[config.mk]
export PLATFORM = sky130hd
export DESIGN_NAME = divider_arbiter
export DESIGN_NICKNAME = d
export VERILOG_FILES = /design/src/rtl/divider_arbiter.sv
export SDC_FILE = /design/constraint.sdc
export NUM_CORES = 1
export LEC_CHECK = 0
export ABC_AREA = 1
export CAP_MARGIN = 0
export CORE_AREA = 2 2 169 171
export DETAILED_ROUTE_END_ITERATION = 10
export DIE_AREA = 0 0 171 173
export MAX_ROUTING_LAYER = met4
export PLACE_DENSITY = 0.69
export SETUP_SLACK_MARGIN = 0.05
export SKIP_CTS_REPAIR_TIMING = 1
export SYNTH_ARGS = -nofsm -noshare
export SYNTH_HDL_FRONTEND = slang
export SYNTH_SLANG_ARGS = --single-unit
[constraint.sdc]
create_clock -name clk -period 3.1 [get_ports clk]
set_input_delay 0.62 -clock clk [delete_from_list [all_inputs] [get_ports clk]]
set_output_delay 0.62 -clock clk [all_outputs]
set_load 0.05 [all_outputs]
[src/rtl/divider_arbiter.sv]
// divider_arbiter: round-robin sharing of one pipelined divider among K
// requesters. A tag pipeline that runs alongside the divider returns each
// result to the requester that issued it. A zero divisor still occupies a
// pipeline slot, so results keep their issue order, and comes back as a
// flagged, saturated result.
//
// divider: restoring divider with one quotient bit per stage, N stages.
// out_valid follows in_valid by exactly N cycles.

module divider #(
    parameter int N = 8,
    parameter int M = 8
) (
    input  logic         clk,
    input  logic         resetn,
    input  logic         in_valid,
    input  logic [N-1:0] in_dividend,
    input  logic [M-1:0] in_divisor,
    output logic         out_valid,
    output logic [N-1:0] out_quotient,
    output logic [M-1:0] out_remainder
);

    // Each stage keeps the partial remainder and a combined word. Dividend
    // bits shift out at the top of that word and quotient bits shift in at
    // the bottom.
    logic         s_valid [N];
    logic [M-1:0] s_rem   [N];
    logic [N-1:0] s_dq    [N];
    logic [M-1:0] s_div   [N-1];

    function automatic logic [M+N-1:0] div_step(
        input logic [M-1:0] rem,
        input logic [N-1:0] dq,
        input logic [M-1:0] dvs
    );
        logic [M:0] trial;
        logic [M:0] diff;
        trial = {rem, dq[N-1]};
        diff  = trial - {1'b0, dvs};
        if (trial >= {1'b0, dvs})
            return {diff[M-1:0], dq[N-2:0], 1'b1};
        else
            return {trial[M-1:0], dq[N-2:0], 1'b0};
    endfunction

    // Advance the division pipeline by one quotient bit per stage.
    always_ff @(posedge clk) begin
        if (!resetn) begin
            for (int k = 0; k < N; k++) begin
                s_valid[k] <= 1'b0;
                s_rem[k]   <= '0;
                s_dq[k]    <= '0;
            end
            for (int k = 0; k < N-1; k++) begin
                s_div[k] <= '0;
            end
        end else begin
            s_valid[0]          <= in_valid;
            {s_rem[0], s_dq[0]} <= div_step('0, in_dividend, in_divisor);
            s_div[0]            <= in_divisor;
            for (int k = 1; k < N; k++) begin
                s_valid[k]          <= s_valid[k-1];
                {s_rem[k], s_dq[k]} <= div_step(s_rem[k-1], s_dq[k-1], s_div[k-1]);
            end
            for (int k = 1; k < N-1; k++) begin
                s_div[k] <= s_div[k-1];
            end
        end
    end

    assign out_valid     = s_valid[N-1];
    assign out_quotient  = s_dq[N-1];
    assign out_remainder = s_rem[N-1];

endmodule

module divider_arbiter #(
    parameter int N = 8,
    parameter int M = 8,
    parameter int K = 3
) (
    input  logic                     clk,
    input  logic                     reset,
    input  logic                     en,
    input  logic [K-1:0]             req_valid,
    output logic [K-1:0]             req_ready,
    input  logic [K*N-1:0]           req_dividend,
    input  logic [K*M-1:0]           req_divisor,
    output logic [K-1:0]             rsp_valid,
    output logic [N-1:0]             rsp_quotient,
    output logic [M-1:0]             rsp_remainder,
    output logic                     rsp_div_zero,
    output logic                     busy,
    output logic [$clog2(N+3)-1:0]   inflight
);

    localparam int IW = (K > 1) ? $clog2(K) : 1;

    logic [IW-1:0] ptr;
    logic          grant_any;
    logic [IW-1:0] grant_idx;
    int            cand;
    logic [N-1:0]  sel_dividend;
    logic [M-1:0]  sel_divisor;

    logic          iss_valid;
    logic [N-1:0]  iss_dividend;
    logic [M-1:0]  iss_divisor;
    logic [IW-1:0] iss_idx;
    logic          iss_zero;

    logic          tag_valid [N];
    logic [IW-1:0] tag_idx   [N];
    logic          tag_zero  [N];
    logic [M-1:0]  tag_zdata [N];

    logic          div_resetn;
    logic          div_out_valid;
    logic [N-1:0]  div_quotient;
    logic [M-1:0]  div_remainder;

    // Round-robin search starting one past the last grant.
    always_comb begin
        grant_any = 1'b0;
        grant_idx = '0;
        cand      = 0;
        if (en && !reset) begin
            for (int off = 1; off <= K; off++) begin
                cand = (int'(ptr) + off) % K;
                if (!grant_any && req_valid[cand]) begin
                    grant_any = 1'b1;
                    grant_idx = IW'(cand);
                end
            end
        end
    end

    // Decode the grant into the one-hot ready vector.
    always_comb begin
        req_ready = '0;
        for (int i = 0; i < K; i++) begin
            req_ready[i] = grant_any && (grant_idx == IW'(i));
        end
    end

    assign sel_dividend = req_dividend[int'(grant_idx)*N +: N];
    assign sel_divisor  = req_divisor[int'(grant_idx)*M +: M];

    // Move the pointer to the requester that was just granted.
    always_ff @(posedge clk) begin
        if (reset)
            ptr <= IW'(K-1);
        else if (grant_any)
            ptr <= grant_idx;
    end

    // Issue register. A zero divisor is replaced by 1 so that the divider
    // always sees a legal operand. The result is overridden on return.
    always_ff @(posedge clk) begin
        if (reset) begin
            iss_valid    <= 1'b0;
            iss_dividend <= '0;
            iss_divisor  <= '0;
            iss_idx      <= '0;
            iss_zero     <= 1'b0;
        end else begin
            iss_valid    <= grant_any;
            iss_dividend <= sel_dividend;
            iss_zero     <= (sel_divisor == '0);
            iss_divisor  <= (sel_divisor == '0) ? M'(1) : sel_divisor;
            iss_idx      <= grant_idx;
        end
    end

    assign div_resetn = ~reset;

    divider #(.N(N), .M(M)) u_divider (
        .clk           (clk),
        .resetn        (div_resetn),
        .in_valid      (iss_valid),
        .in_dividend   (iss_dividend),
        .in_divisor    (iss_divisor),
        .out_valid     (div_out_valid),
        .out_quotient  (div_quotient),
        .out_remainder (div_remainder)
    );

    // Tag pipeline in lockstep with the divider stages. The dividend is
    // carried only for zero-divisor ops, where it becomes the remainder.
    always_ff @(posedge clk) begin
        if (reset) begin
            for (int k = 0; k < N; k++) begin
                tag_valid[k] <= 1'b0;
                tag_idx[k]   <= '0;
                tag_zero[k]  <= 1'b0;
                tag_zdata[k] <= '0;
            end
        end else begin
            tag_valid[0] <= iss_valid;
            tag_idx[0]   <= iss_idx;
            tag_zero[0]  <= iss_zero;
            tag_zdata[0] <= iss_zero ? iss_dividend[M-1:0] : '0;
            for (int k = 1; k < N; k++) begin
                tag_valid[k] <= tag_valid[k-1];
                tag_idx[k]   <= tag_idx[k-1];
                tag_zero[k]  <= tag_zero[k-1];
                tag_zdata[k] <= tag_zdata[k-1];
            end
        end
    end

    // Return register: send the result to the owner named in the tag.
    always_ff @(posedge clk) begin
        if (reset) begin
            rsp_valid     <= '0;
            rsp_quotient  <= '0;
            rsp_remainder <= '0;
            rsp_div_zero  <= 1'b0;
        end else begin
            for (int i = 0; i < K; i++) begin
                rsp_valid[i] <= div_out_valid && (tag_idx[N-1] == IW'(i));
            end
            if (div_out_valid) begin
                rsp_div_zero  <= tag_zero[N-1];
                rsp_quotient  <= tag_zero[N-1] ? '1 : div_quotient;
                rsp_remainder <= tag_zero[N-1] ? tag_zdata[N-1] : div_remainder;
            end
        end
    end

    // Count of operations that were accepted and have not yet returned.
    always_ff @(posedge clk) begin
        if (reset)
            inflight <= '0;
        else if (grant_any && !(|rsp_valid))
            inflight <= inflight + 1'b1;
        else if (!grant_any && (|rsp_valid))
            inflight <= inflight - 1'b1;
    end

    assign busy = (inflight != '0);

    // The tag pipeline and the divider must never disagree about a valid slot.
    always @(posedge clk) begin
        if (!reset)
            assert (tag_valid[N-1] == div_out_valid);
    end

endmodule

# ---- Word-level counts from Yosys, hierarchy flattened
# Memories as Yosys holds them, arrays and structs flattened.
# Cells that the tools add are included.
dict set report word_totals {
  regBits 174
  latch_bits 0
  ram_bits 152
  mem_bits_ro 0
  in_bits 54
  out_inout_bits 28
  wordCells 206
  memories 5
}
dict set report op_classes {
  add_sub_neg 13
  multipliers 0
  n_div 3
  n_lt_le_gt_ge 11
  n_eq_ne 4
  shift 2
  muxes 75
  n_bitwise 40
  reduce_logical 24
}
# name depth word_bits rd rd_ports_with_merged_regs wr line
set mem_list {}
lappend mem_list {tag_zdata 8 8 8 0 8 116} ;# logic [M-1:0] tag_zdata [N];
lappend mem_list {u_divider.s_div 7 8 7 0 7 30} ;# logic [M-1:0] s_div [N-1];
lappend mem_list {tag_idx 8 2 8 0 8 114} ;# logic [IW-1:0] tag_idx [N];
lappend mem_list {tag_zero 8 1 8 0 8 115} ;# logic tag_zero [N];
lappend mem_list {u_divider.s_valid 8 1 8 0 8 27} ;# logic s_valid [N];
# cell n
set ops {}
lappend ops {{8-bit 2-to-1 mux} 18}
lappend ops {{16-bit 2-to-1 mux} 7}
lappend ops {{32-bit by 4-bit less-than comparator with 1-bit output, second input constant} 3}
lappend ops {{32-bit by 3-bit modulo with 32-bit output, second input constant} 3}
lappend ops {{9-bit by 8-bit greater-or-equal comparator with 1-bit output} 7}
lappend ops {{8-bit subtractor} 7}
lappend ops {{24-bit by 6-bit variable part select with 8-bit output} 2}
lappend ops {{1-bit OR} 39}
lappend ops {{1-bit 2-to-1 mux} 32}
lappend ops {{2-bit 2-to-1 mux} 12}
lappend ops {{1-bit logical AND} 11}
lappend ops {{9-bit 2-to-1 mux} 1}
lappend ops {{1-bit by 8-bit greater-or-equal comparator with 1-bit output} 1}
lappend ops {{8-bit logical NOT} 1}
lappend ops {{4-bit 2-to-1 mux} 2}
lappend ops {{1-bit by 8-bit subtractor with 8-bit output} 1}
lappend ops {{2-bit by 2-bit adder with 3-bit output, second input constant} 2}
lappend ops {{1-bit binary-select mux with 2-bit select} 3}
lappend ops {{1-bit logical NOT} 5}
lappend ops {{4-bit by 1-bit adder with 4-bit output, second input constant} 1}
lappend ops {{2-bit by 1-bit == test with 1-bit output, second input constant} 2}
lappend ops {{2-bit == test, second input constant} 2}
lappend ops {{2-bit logical NOT} 2}
lappend ops {{4-bit nonzero test} 1}
lappend ops {{6 further kinds} 7}

# ---- Depth between registers and ports, before layout
dict set report logic_depth {
  ltp_word 19
  depth_mapped 20
  depth_no_buf 20
}

# ---- Hierarchy
# Synthesis repeated with hierarchy kept, for this count alone.
dict set report unflattened {
  hier_cells 1961
  area_unflattened_um2 14066.0
}
# module n_inst cells_per_inst area_per_inst_um2 seq_area_each_um2
set by_module_without_submodules {}
lappend by_module_without_submodules {divider 1 1379 9379.0 3843.7}
lappend by_module_without_submodules {divider_arbiter 1 582 4687.0 2682.6}

# ---- Worst setup path before layout
# No wires, ideal clock.
dict set report synth_timing {
  path_type {reg2out}
  startpoint {reg ptr[0]}
  endpoint {out req_ready[0]}
  arrival_ns 2.405
  t_required_ns 2.480
  path_slack_ns 0.075
  stages_incl_launch_ff 14
  path_buffers 2
  path_cell_list {dfxtp_1 > inv_1 > ha_1 > o21ai_1 > nand2_2 > nand3_2 > nand2_1 > inv_1 > nand2_2 > nand2_4 > clkbuf_8 > buf_2 > nand2_2 > nor2_1}
}
dict set report synth_via {
  elab_chain_cells 17
  word_cells_on_any_way 31
  cone_classes {add/sub: 3; div: 3; mux: 19; reduce/logical: 6}
}
# item line
set synth_rtl {}
lappend synth_rtl {{start: declaration} 100} ;# logic [IW-1:0] ptr;
lappend synth_rtl {{start signal: assignment} 153} ;# ptr <= IW'(K-1);
lappend synth_rtl {{start signal: assignment} 155} ;# ptr <= grant_idx;
lappend synth_rtl {{2-bit by 1-bit adder with 3-bit output} 130} ;# cand = (int'(ptr) + off) % K;
lappend synth_rtl {{32-bit by 3-bit modulo with 32-bit output} 130}
lappend synth_rtl {{1-bit binary-select mux with 2-bit select} 131} ;# if (!grant_any && req_valid[cand]) begin
lappend synth_rtl {{1-bit 2-to-1 mux (not written as such) (2 in series)} 131}
lappend synth_rtl {{1-bit 2-to-1 mux} 131}
lappend synth_rtl {{1-bit 2-to-1 mux} 128} ;# if (en && !reset) begin
lappend synth_rtl {{1-bit logical NOT} 131}
lappend synth_rtl {{1-bit logical AND} 131}
lappend synth_rtl {{1-bit 2-to-1 mux} 131}
lappend synth_rtl {{1-bit 2-to-1 mux} 128}
lappend synth_rtl {{1-bit logical NOT} 131}
lappend synth_rtl {{1-bit logical AND} 131}
lappend synth_rtl {{2-bit 2-to-1 mux} 131}
lappend synth_rtl {{2-bit 2-to-1 mux} 128}
lappend synth_rtl {{2-bit logical NOT} 143} ;# req_ready[i] = grant_any && (grant_idx == IW'(i));
lappend synth_rtl {{1-bit logical AND (*)} 143}
lappend synth_rtl {{end: declaration} 87} ;# output logic [K-1:0] req_ready,
# Every way passes the cells marked *; elsewhere a longest branch is shown, timed or not. The select of a mux whose other input is x is not followed.

# ---- Worst setup path in the final report
dict set report layout_timing {
  startpoint {reg ptr[0]}
  endpoint {out req_ready[2]}
}
dict set report layout_via {
  elab_chain_cells 17
  word_cells_on_any_way 31
  cone_classes {add/sub: 3; div: 3; eq/ne: 1; mux: 19; reduce/logical: 5}
}
# item line
set layout_rtl {}
lappend layout_rtl {{2-bit by 1-bit adder with 3-bit output} 130}
lappend layout_rtl {{32-bit by 3-bit modulo with 32-bit output} 130}
lappend layout_rtl {{1-bit binary-select mux with 2-bit select} 131}
lappend layout_rtl {{1-bit 2-to-1 mux (not written as such) (2 in series)} 131}
lappend layout_rtl {{1-bit 2-to-1 mux} 131}
lappend layout_rtl {{1-bit 2-to-1 mux} 128}
lappend layout_rtl {{1-bit logical NOT} 131}
lappend layout_rtl {{1-bit logical AND} 131}
lappend layout_rtl {{1-bit 2-to-1 mux} 131}
lappend layout_rtl {{1-bit 2-to-1 mux} 128}
lappend layout_rtl {{1-bit logical NOT} 131}
lappend layout_rtl {{1-bit logical AND} 131}
lappend layout_rtl {{2-bit 2-to-1 mux} 131}
lappend layout_rtl {{2-bit 2-to-1 mux} 128}
lappend layout_rtl {{2-bit == test} 143}
lappend layout_rtl {{1-bit logical AND (*)} 143}
# Marked as above.

==> impl_metrics.py <==
metrics = {
    "routing": {
        "finalWirelength_mm": 21.8,
        "avgRoutedWirePerCell_um": 10.7,
        "dr.pass1.iters": 4,
        "postRouteAntennaNets": 0,
        "via_count": 9123,
        "route.detailed.drc": 0,
        "avgViaCountPerCell": 4.46,
        "drt_iter0_drc": 413,
    },
    "cts": {
        "cts_tree": "done",
        "cts-htree-levels": 2,
        "numCtsBuffers": 34,
        "clockBufferDepth": 3,
        "root_buffer": "clkbuf_16",
        "clk_latency_ps": 500,
        "path_clk_slew_ps": 60,
        "clock_sinks": 326,
    },
    "logic_synthesis": {
        "synthTopCellsByArea": "dfxtp_1, nor2_1, inv_1",
        "synth_commonest_cells": "nor2_1, dfxtp_1, inv_1, nand2_1, o21ai_0",
        "syn_nets": 1683,
        "synth_area_per_cell_um2": 8.08,
        "synthArstFlopShare_pct": 0,
        "yosysWarnings": 0,
        "synth_top_area_cell": "dfxtp_1",
        "synth_edf_count": 0,
        "yosys_most_used_dff": "dfxtp_1",
        "netlist_area_um2": 12600,
        "netlist.area_leader.share_pct": 51.9,
        "ys_seq_area_share_pct": 51.9,
        "yosysUniqueCellTypes": 40,
        "ys_seq_elements": 326,
        "yosys.cell_count.top_type": "nor2_1",
        "syn_inst": 1556,
    },
    "run": {
        "maxCapViolCount": 0,
    },
    "timing": {
        "hold_viol_final": 0,
        "min_period_over_period_pct": 95.0,
        "setup_slack_ps": 155,
        "fmax_ghz": 0.340,
        "fin_setup_tns_ps": 0,
        "tightest_slew_ps": 939,
        "setup_violations": 0,
        "grt_setup_unrepaired": "yes",
        "finalClockSkew_ps": 20.2,
        "drv_slew": 0,
        "max_slew_margin_pct": 37.4,
        "final.min_clock_period_ps": 2940,
    },
    "die": {
        "ioPinCount": 82,
        "die_x_um": 171,
        "die_h_um": 173,
        "start_util_pct": 45.5,
        "rows": 61,
        "core_um2": 27600,
        "die_area_um2": 29600,
    },
    "place": {
        "post-place-ws_ps": -109,
        "post_dp_cell_area_um2": 13800,
        "place_congestion": 0.893,
        "dp_hpwl_mm": 15.2,
        "port_buffers": 81,
    },
    "global_route": {
        "grt_pass1_wl_mm": 37.6,
        "grt_max_degree": 213,
        "grt_usage_pct": 15.6,
        "antenna_found_initial": 0,
        "grt.overflow.total": 0,
        "grt_pass1_vias": 8939,
    },
    "final_layout": {
        "drive_above_1_share_pct": 6.48,
        "syn2layout_area_growth_pct": 19.0,
        "antenna_cells": 0,
        "final_net_count": 1769,
        "num-fill-cells": 2557,
        "final_area_um2": 15000,
    },
    "pwr": {
        "leakage_nw": 6.57,
        "peakVddDrop_mv": 0.428,
        "power-per-cell-area_nw_per_um2": 809,
    },
    "setup_path": {
        "worstPathArrival_ps": 2320,
        "path_max_fanout": 6,
        "end_kind": "primary output",
        "reg2reg_depth": 20,
        "worst_ep_required_time_ps": 2480,
        "startpoint_type": "register",
        "crit_type": "register to primary output",
    },
    "outcome": {
        "status": "completed",
    },
    "hold_path": {
        "hold_depth": 2,
        "hold_class": "register to register",
    },
}
==> layout by cell type (no fill, tap or decap), types with 2 or more instances in the layout <==
| cell | synthesis | layout |
|---|---|---|
| a211oi_1 | 5 | 5 |
| a21oi_1 | 81 | 81 |
| a311oi_1 | 2 | 2 |
| a41oi_1 | 3 | 3 |
| buf_12 | 0 | 2 |
| buf_4 | 1 | 21 |
| bufinv_16 | 0 | 3 |
| clkbuf_1 | 37 | 6 |
| clkbuf_16 | 0 | 34 |
| clkbuf_8 | 2 | 10 |
| clkdlybuf4s50_1 | 0 | 77 |
| clkinv_2 | 1 | 5 |
| clkinv_4 | 0 | 2 |
| dfxtp_1 | 326 | 324 |
| dfxtp_2 | 0 | 2 |
| fa_1 | 8 | 8 |
| ha_1 | 65 | 63 |
| inv_1 | 306 | 305 |
| inv_2 | 1 | 3 |
| nand2_1 | 137 | 137 |
| nand2_2 | 5 | 5 |
| nand2_4 | 2 | 2 |
| nand3_1 | 30 | 30 |
| nand3_2 | 4 | 4 |
| nand3b_1 | 2 | 2 |
| nand4_1 | 6 | 6 |
| nor2_1 | 342 | 341 |
| nor2_2 | 3 | 3 |
| nor3_1 | 23 | 23 |
| nor3b_1 | 2 | 2 |
| o21ai_0 | 90 | 89 |
| o21ai_1 | 1 | 2 |
| o21bai_1 | 2 | 2 |
| o221ai_1 | 8 | 8 |
| or2_1 | 2 | 2 |
| or2_2 | 7 | 7 |
| xnor2_1 | 10 | 10 |
| xor2_1 | 25 | 25 |
==> worst paths after layout <==
| path | startpoint | to | slack [ps] |
|---|---|---|---|
| setup reg to reg | ptr[0]$_SDFFE_PP0P_ | inflight[3]$_SDFFE_PP0P_ | 380 |
| hold reg to reg | u_divider.s_dq[62]$_SDFF_PP0_ | u_divider.s_dq[55]$_SDFF_PP0_ | 400 |
| setup / recovery | ptr[0]$_SDFFE_PP0P_ | req_ready[2] | 160 |
| hold / removal | u_divider.s_dq[62]$_SDFF_PP0_ | u_divider.s_dq[55]$_SDFF_PP0_ | 400 |
==> routing by layer <==
layer | vias up | wire length [um] | global-route usage (%)
li1 | 4907 | - | -
met1 | 3982 | 9280 | 16.4
met2 | 178 | 10900 | 28.2
met3 | 56 | 904 | 3.07
met4 | 0 | 796 | 6.36
met5 | - | 0 | -
==> state kept, by name, indices dropped and copies added (netlist names), 3 cells and up <==
name / cells
inflight: 4
iss_dividend: 8
iss_divisor: 8
rsp_quotient: 8
rsp_remainder: 8
rsp_valid: 3
tag_idx: 16
tag_zdata: 64
tag_zero: 8
u_divider.out_quotient: 8
u_divider.out_remainder: 8
u_divider.s_div: 56
u_divider.s_dq: 56
u_divider.s_rem: 56
u_divider.s_valid: 8
==> area by class of cell <==
type | count | area, um2 | share of cell area [%]
clock buffer | 50 | 1010 | 6.76
clock inverter | 10 | 144 | 0.962
tap | 378 | 473 | 3.16
inverter | 310 | 1160 | 7.79
sequential | 326 | 6530 | 43.6
multi-input combinational | 869 | 4660 | 31.1
timing repair buffer | 101 | 980 | 6.55
==> power by group <==
group	total, mW	switching (mW)	internal, mW
Sequential	4.82	0.188	4.63
Clock	4.05	1.54	2.51
Combinational	3.24	2.00	1.24
==> critical path, cell delays in order (launching register included) <==
cell,delay (ps)
dfxtp_2,340
inv_1,90
ha_4,310
inv_2,60
nand2_2,60
nand3_2,70
nand2_2,70
buf_4,130
nand3_1,80
nand3_1,90
nand3_1,150
inv_2,150
buf_4,210
==> per-stage QoR <==
| step | util, % | total power [mW] | hold slack, ps | std cells |
|---|---|---|---|---|
| 2_1_floorplan | - | 7.42 | 388 | 1556 |
| 3_3_place_gp | 49.8 | 7.98 | 390 | 1980 |
| 3_5_place_dp | 49.8 | 8.10 | 392 | 1980 |
| 4_1_cts | 53.9 | 12.2 | 399 | 2040 |
| 5_1_grt | 54.1 | 12.9 | 404 | 2044 |
| 6_report | 54.1 | 12.1 | 395 | 2044 |
==> kinds of logic after synthesis <==
kind of cell    share of synthesized area (%)
flops                                    51.9
xor+xnor                                 2.44
buf+inv                                  11.2
compound gates                           8.31
fa+ha+maj                                7.75
simple gates                             18.4
No activity file was read; power rests on OpenSTA's default activity.
==> edit 1 (config.mk and constraints unchanged) <==
Add an input register stage for `req_dividend` and `req_divisor`; this delays them by one clock. The other inputs are not delayed to match.
--- a/src/rtl/divider_arbiter.sv
+++ b/src/rtl/divider_arbiter.sv
@@ -97,6 +97,14 @@
 
     localparam int IW = (K > 1) ? $clog2(K) : 1;
 
+    logic [K*N-1:0] req_dividend_q;
+    logic [K*M-1:0] req_divisor_q;
+
+    always_ff @(posedge clk) begin
+        req_dividend_q <= req_dividend;
+        req_divisor_q  <= req_divisor;
+    end
+
     logic [IW-1:0] ptr;
     logic          grant_any;
     logic [IW-1:0] grant_idx;
@@ -144,8 +152,8 @@
         end
     end
 
-    assign sel_dividend = req_dividend[int'(grant_idx)*N +: N];
-    assign sel_divisor  = req_divisor[int'(grant_idx)*M +: M];
+    assign sel_dividend = req_dividend_q[int'(grant_idx)*N +: N];
+    assign sel_divisor  = req_divisor_q[int'(grant_idx)*M +: M];
 
     // Move the pointer to the requester that was just granted.
     always_ff @(posedge clk) begin
Formal check against the unedited RTL: no difference found for any inputs over 4 cycles, from zero or initial values and one cycle with reset high; that may be too few to reach the edited logic, so the function may still have changed.
==> edit 1 against the original RTL <==
  * Sequential power rose by 13%
  * Sequential cell count rose by 48
  * Area after synthesis rose by 6.9%
  * Critical path type unchanged
  * Non-clock buffer count fell by 6
  * Setup slack improved by 0.022 ns
  * Critical endpoint is now req_ready[0]
  * Utilization rose by 3.6 points
  * Clock skew rose by 0.0010 ns
  * Routed wire length rose by 0.51%
  * Total power rose by 8.8%
  * Final area rose by 6.6%
  * Sequential share of layout area rose by 3.3 points
==> edit 1: results (changes against the original RTL) <==
| Metric | Value |
|---|---|
| Status | finished clean |
| Syn avg cell area | 8.36 um^2 (+3.5%) |
| Clock sink total | 374 (+15%) |
| GRT met3 Usage | 2.66% (-0.41 points) |
| Nets | 1820 (+2.9%) |
| Non-clk bufs | 95 (-5.9%) |
| WL met2 | 10900 um (+0.41%) |
| Share of cells above drive strength 1 | 6.10% (-0.38 points) |
| Synth Area in Adders | 7.24% (-0.50 points) |
| First-pass GRT wire length | 37400 um (-0.71%) |
| Initial DRC count | 387 (-6.3%) |
| Peak supply drop | 0.397 mV (-7.2%) |
| Met2 Use GR | 27.9% (-0.25 points) |
| Sw power | 3.98 mW (+6.9%) |
| Syn nets | 1734 (+3.0%) |
| Post-synthesis compound-gate area fraction | 6.84% (-1.5 points) |
| Slew HR | 40.2% (+2.8 points) |
| Routed wl met3 | 858 um (-5.1%) |
| Reg2reg start | u_divider.s_div[2][2] |
| DP HPWL | 14800 um (-3.1%) |
| Drt via density | 4.44 (-0.57%) |
| Initial DRT Pass Iterations | 6 (+2) |
| Avg WL per Cell | 10.5 um (-2.1%) |
| All-Layer GR Usage | 15.4% (-0.20 points) |
| Worst EP arrival | 2.30 ns (-0.02 ns) |
| Yosys cell types | 35 (-13%) |
| Cts bufs inserted | 37 (+8.8%) |
| Placed instance area | 14700 um^2 (+6.6%) |
| Synth cell count leaders | dfxtp_1 (374), nor2_1 (356), inv_1 (302) |
| Met1 Track Usage GR | 16.1% (-0.28 points) |
| Inverters | 306 (-1.3%) |
| Largest net degree at the start of global routing | 216 (+1.4%) |
| Number of fill cells | 2484 (-2.9%) |
| Buffering overhead | 6.09% (-0.45 points) |
| RePlAce Congestion | 0.867 (-2.8%) |
[edit 1: changes by cell type in the layout (fill, tap and decap cells not counted), sizes merged, moves of 5 or more]
cell    delta
buf        -7
nand2     +11
clkbuf     +5
a21oi     -12
nor2      +12
dfxtp     +48
xor2       -7
[edit 1: power groups by stage]
stage                     logic, mW  registers (mW)  clock network (mW)
after floorplan                2.52            5.53                   0
after global placement         3.11            5.55                   0
after detailed placement       3.22            5.56                   0
after CTS                      3.27            5.46                4.53
after global routing           3.78            5.50                4.75
final                          3.30            5.46                4.42
[edit 1: worst max-delay path: stages (launching register included)]
cell	delay [ns]
dfxtp_2	0.35
inv_2	0.06
ha_4	0.26
inv_2	0.08
nand2_2	0.05
nand3_2	0.06
nand2_2	0.05
buf_4	0.15
nand3_1	0.06
nand2_1	0.05
inv_1	0.06
nand2_2	0.06
nand2_4	0.13
nand2_2	0.08
nor2_2	0.14
buf_12	0.15
[edit 1: final timing paths]
| path | endpoint | slack (ns) | depth (start not counted) |
|---|---|---|---|
| min | tag_idx[0][3] | 0.40 | 2 |
| min reg2reg | tag_idx[0][3] | 0.40 | 2 |
| max | req_ready[0] | 0.18 | 15 |
| max reg2reg | u_divider.s_rem[38] | 0.42 | 13 |
[edit 1: metrics by stage]
stage | utilization, % | power [mW] | instances | setup TNS (ns)
finish | 57.7 | 13.2 | 2098 | 0
global route | 57.7 | 14.0 | 2098 | 0
CTS | 57.5 | 13.3 | 2097 | -0.0664
detailed placement | 53.0 | 8.79 | 2031 | -0.0298
global placement | 53.0 | 8.66 | 2031 | 0
floorplan | - | 8.05 | 1607 | 0
[edit 1: cell families after synthesis]
kind of cell	count (synthesis)
and+or+nand+nor	603
xor gates and xnor gates	30
DFF	374
AOI/OAI and AO/OA	173
buffers and inverters	354
adders and majority gates	73
==> edit 2 (same flow settings) <==
Without the edit above. `M` is set to 8 in 2 places; all go to 7.
--- a/src/rtl/divider_arbiter.sv
+++ b/src/rtl/divider_arbiter.sv
@@ -9,7 +9,7 @@
 
 module divider #(
     parameter int N = 8,
-    parameter int M = 8
+    parameter int M = 7
 ) (
     input  logic         clk,
     input  logic         resetn,
@@ -77,7 +77,7 @@
 
 module divider_arbiter #(
     parameter int N = 8,
-    parameter int M = 8,
+    parameter int M = 7,
     parameter int K = 3
 ) (
     input  logic                     clk,
Interface: changed (resized req_divisor and rsp_remainder); port bits go from 82 to 78. The function was not compared with the original's and may differ.
==> edit 2 against the original RTL <==
  * Synthesized cell count shrank 12%
  * Total power shrank 9.9%
  * Setup slack lost 0.027 ns
  * Routed wire length shrank 11%
  * Sequential power shrank 7.3%
  * Hold slack gained 0.0034 ns
  * First-iteration DRC count shrank 22%
  * Final area shrank 8.7%
  * Sequential cell count shrank 25
  * Cell count shrank 9.7%
  * Area after synthesis shrank 9.1%
  * Critical path type unchanged
  * Largest power group unchanged
==> edit 2: results (changes against the original RTL) <==
| Metric | Value |
|---|---|
| Worst EP arrival | 2.35 ns (+0.03 ns) |
| Initial DRT Pass Iterations | 4 (unchanged) |
| Peak supply drop | 0.411 mV (-3.9%) |
| Cts bufs inserted | 29 (-15%) |
| Vias in the first global route | 7914 (-11%) |
| Status | finished clean |
| Top area cells in the synthesized netlist | dfxtp_1 (53%), inv_1 (9.5%), nor2_1 (8.4%) |
| R2R Setup Slk | 0.29 ns (-0.09 ns) |
| Number of fill cells | 2625 (+2.7%) |
| Clk Latency, worst-skew pair | 0.53 ns (+0.03 ns) |
| WL final | 19400 um (-11%) |
| Slew HR | 41.5% (+4.1 points) |
| All-Layer GR Usage | 13.6% (-2.0 points) |
| Post-Place Cells | 1794 (-9.4%) |
| Layout Area Growth over Synthesis | 19.5% |
| Register area share after synthesis | 52.7% (+0.79 points) |
| Final critical-path required period | 2.97 ns (+0.0269 ns) |
| Cells on worst reg2reg path | 21 (+5.0%) |
| Total number of vias | 8073 (-12%) |
| Largest net degree at the start of global routing | 197 (-7.5%) |
| DP HPWL | 13400 um (-12%) |
| Placed instance area | 12600 um^2 (-8.2%) |
| Port buffer count | 77 (-4.9%) |
| Synth cell count leaders | dfxtp_1 (301), inv_1 (289), nor2_1 (257) |
| Share of cells above drive strength 1 | 7.36% (+0.88 points) |
| Syn Inst Count | 1372 (-12%) |
| Nets | 1564 (-12%) |
| First-pass GRT wire length | 33400 um (-11%) |
| RePlAce Congestion | 0.826 (-7.4%) |
| # H-tree levels | 1 (-1) |
| Yosys cell types | 37 (-7.5%) |
| CP endpoint | req_ready[0] |
| Initial DRC count | 322 (-22%) |
| P_leak | 5.91 nW (-10%) |
| Syn nets | 1489 (-12%) |
| Place WS | -0.254 ns (-0.146 ns) |
edit 2: cell count changes in the layout (fill, tap and decap cells not counted), sizes merged, moves of 6 or more:
cell / unedited run / this run
ha: 65 / 58
dfxtp: 326 / 301
inv: 308 / 292
nor3: 23 / 17
nand2: 144 / 99
a31oi: 0 / 6
o21ai: 91 / 74
nor2: 345 / 265
clkbuf: 50 / 37
a21oi: 81 / 89
o211ai: 0 / 7
edit 2: cells by family after synthesis:
logic type | count (synthesis) | share of synthesized area (%)
xor+xnor | 29 | 2.22
compound gates | 201 | 9.68
flops | 301 | 52.7
fa+ha+maj | 66 | 7.75
simple gates | 435 | 16.2
buf+inv | 340 | 11.4
edit 2: how the worst min path moves through the flow:
stage                             startpoint                  to  slack, ns  cells after the start
after floorplan                   iss_idx[0]       tag_idx[0][0]       0.39                      2
after global placement       tag_zdata[0][6]    tag_zdata[0][13]       0.39                      2
after detailed placement     tag_zdata[1][1]     tag_zdata[1][8]       0.39                      2
after CTS                   tag_zdata[0][20]    tag_zdata[0][27]       0.40                      2
after global routing         tag_zdata[1][6]    tag_zdata[1][13]       0.41                      2
final                     u_divider.s_dq[52]  u_divider.s_dq[45]       0.40                      2
edit 2: report_power, final:
part / switching (mW) / internal [mW] / total (mW)
clock network: 1.39 / 2.16 / 3.54
logic: 1.75 / 1.15 / 2.90
registers: 0.174 / 4.30 / 4.47
total: 3.31 / 7.60 / 10.9
edit 2: area by class of cell:
cell class | instances | share of cell area [%]
multi-input cells | 731 | 30.4
repair buffers | 92 | 6.79
clock buffers | 37 | 5.90
well taps | 378 | 3.46
inverters | 292 | 8.03
clock inverters | 14 | 1.28
flip-flops and latches | 301 | 44.2
edit 2: critical path, delay by kind of cell (launching register included):
kind                     cells  cell delay (ns)
AND/OR/NAND/NOR              5             0.52
buffers and inverters        4             0.51
flip-flops                   1             0.33
adder cells (fa/ha/maj)      1             0.26
AO/OA/AOI/OAI                1             0.19
edit 2: routing by layer:
metal | global-route usage [%] | wire length [um] | vias up
li1 | - | - | 4350
met1 | 14.4 | 8290 | 3537
met2 | 25.2 | 9770 | 151
met3 | 3.02 | 953 | 35
met4 | 3.43 | 426 | 0
met5 | - | 0 | -
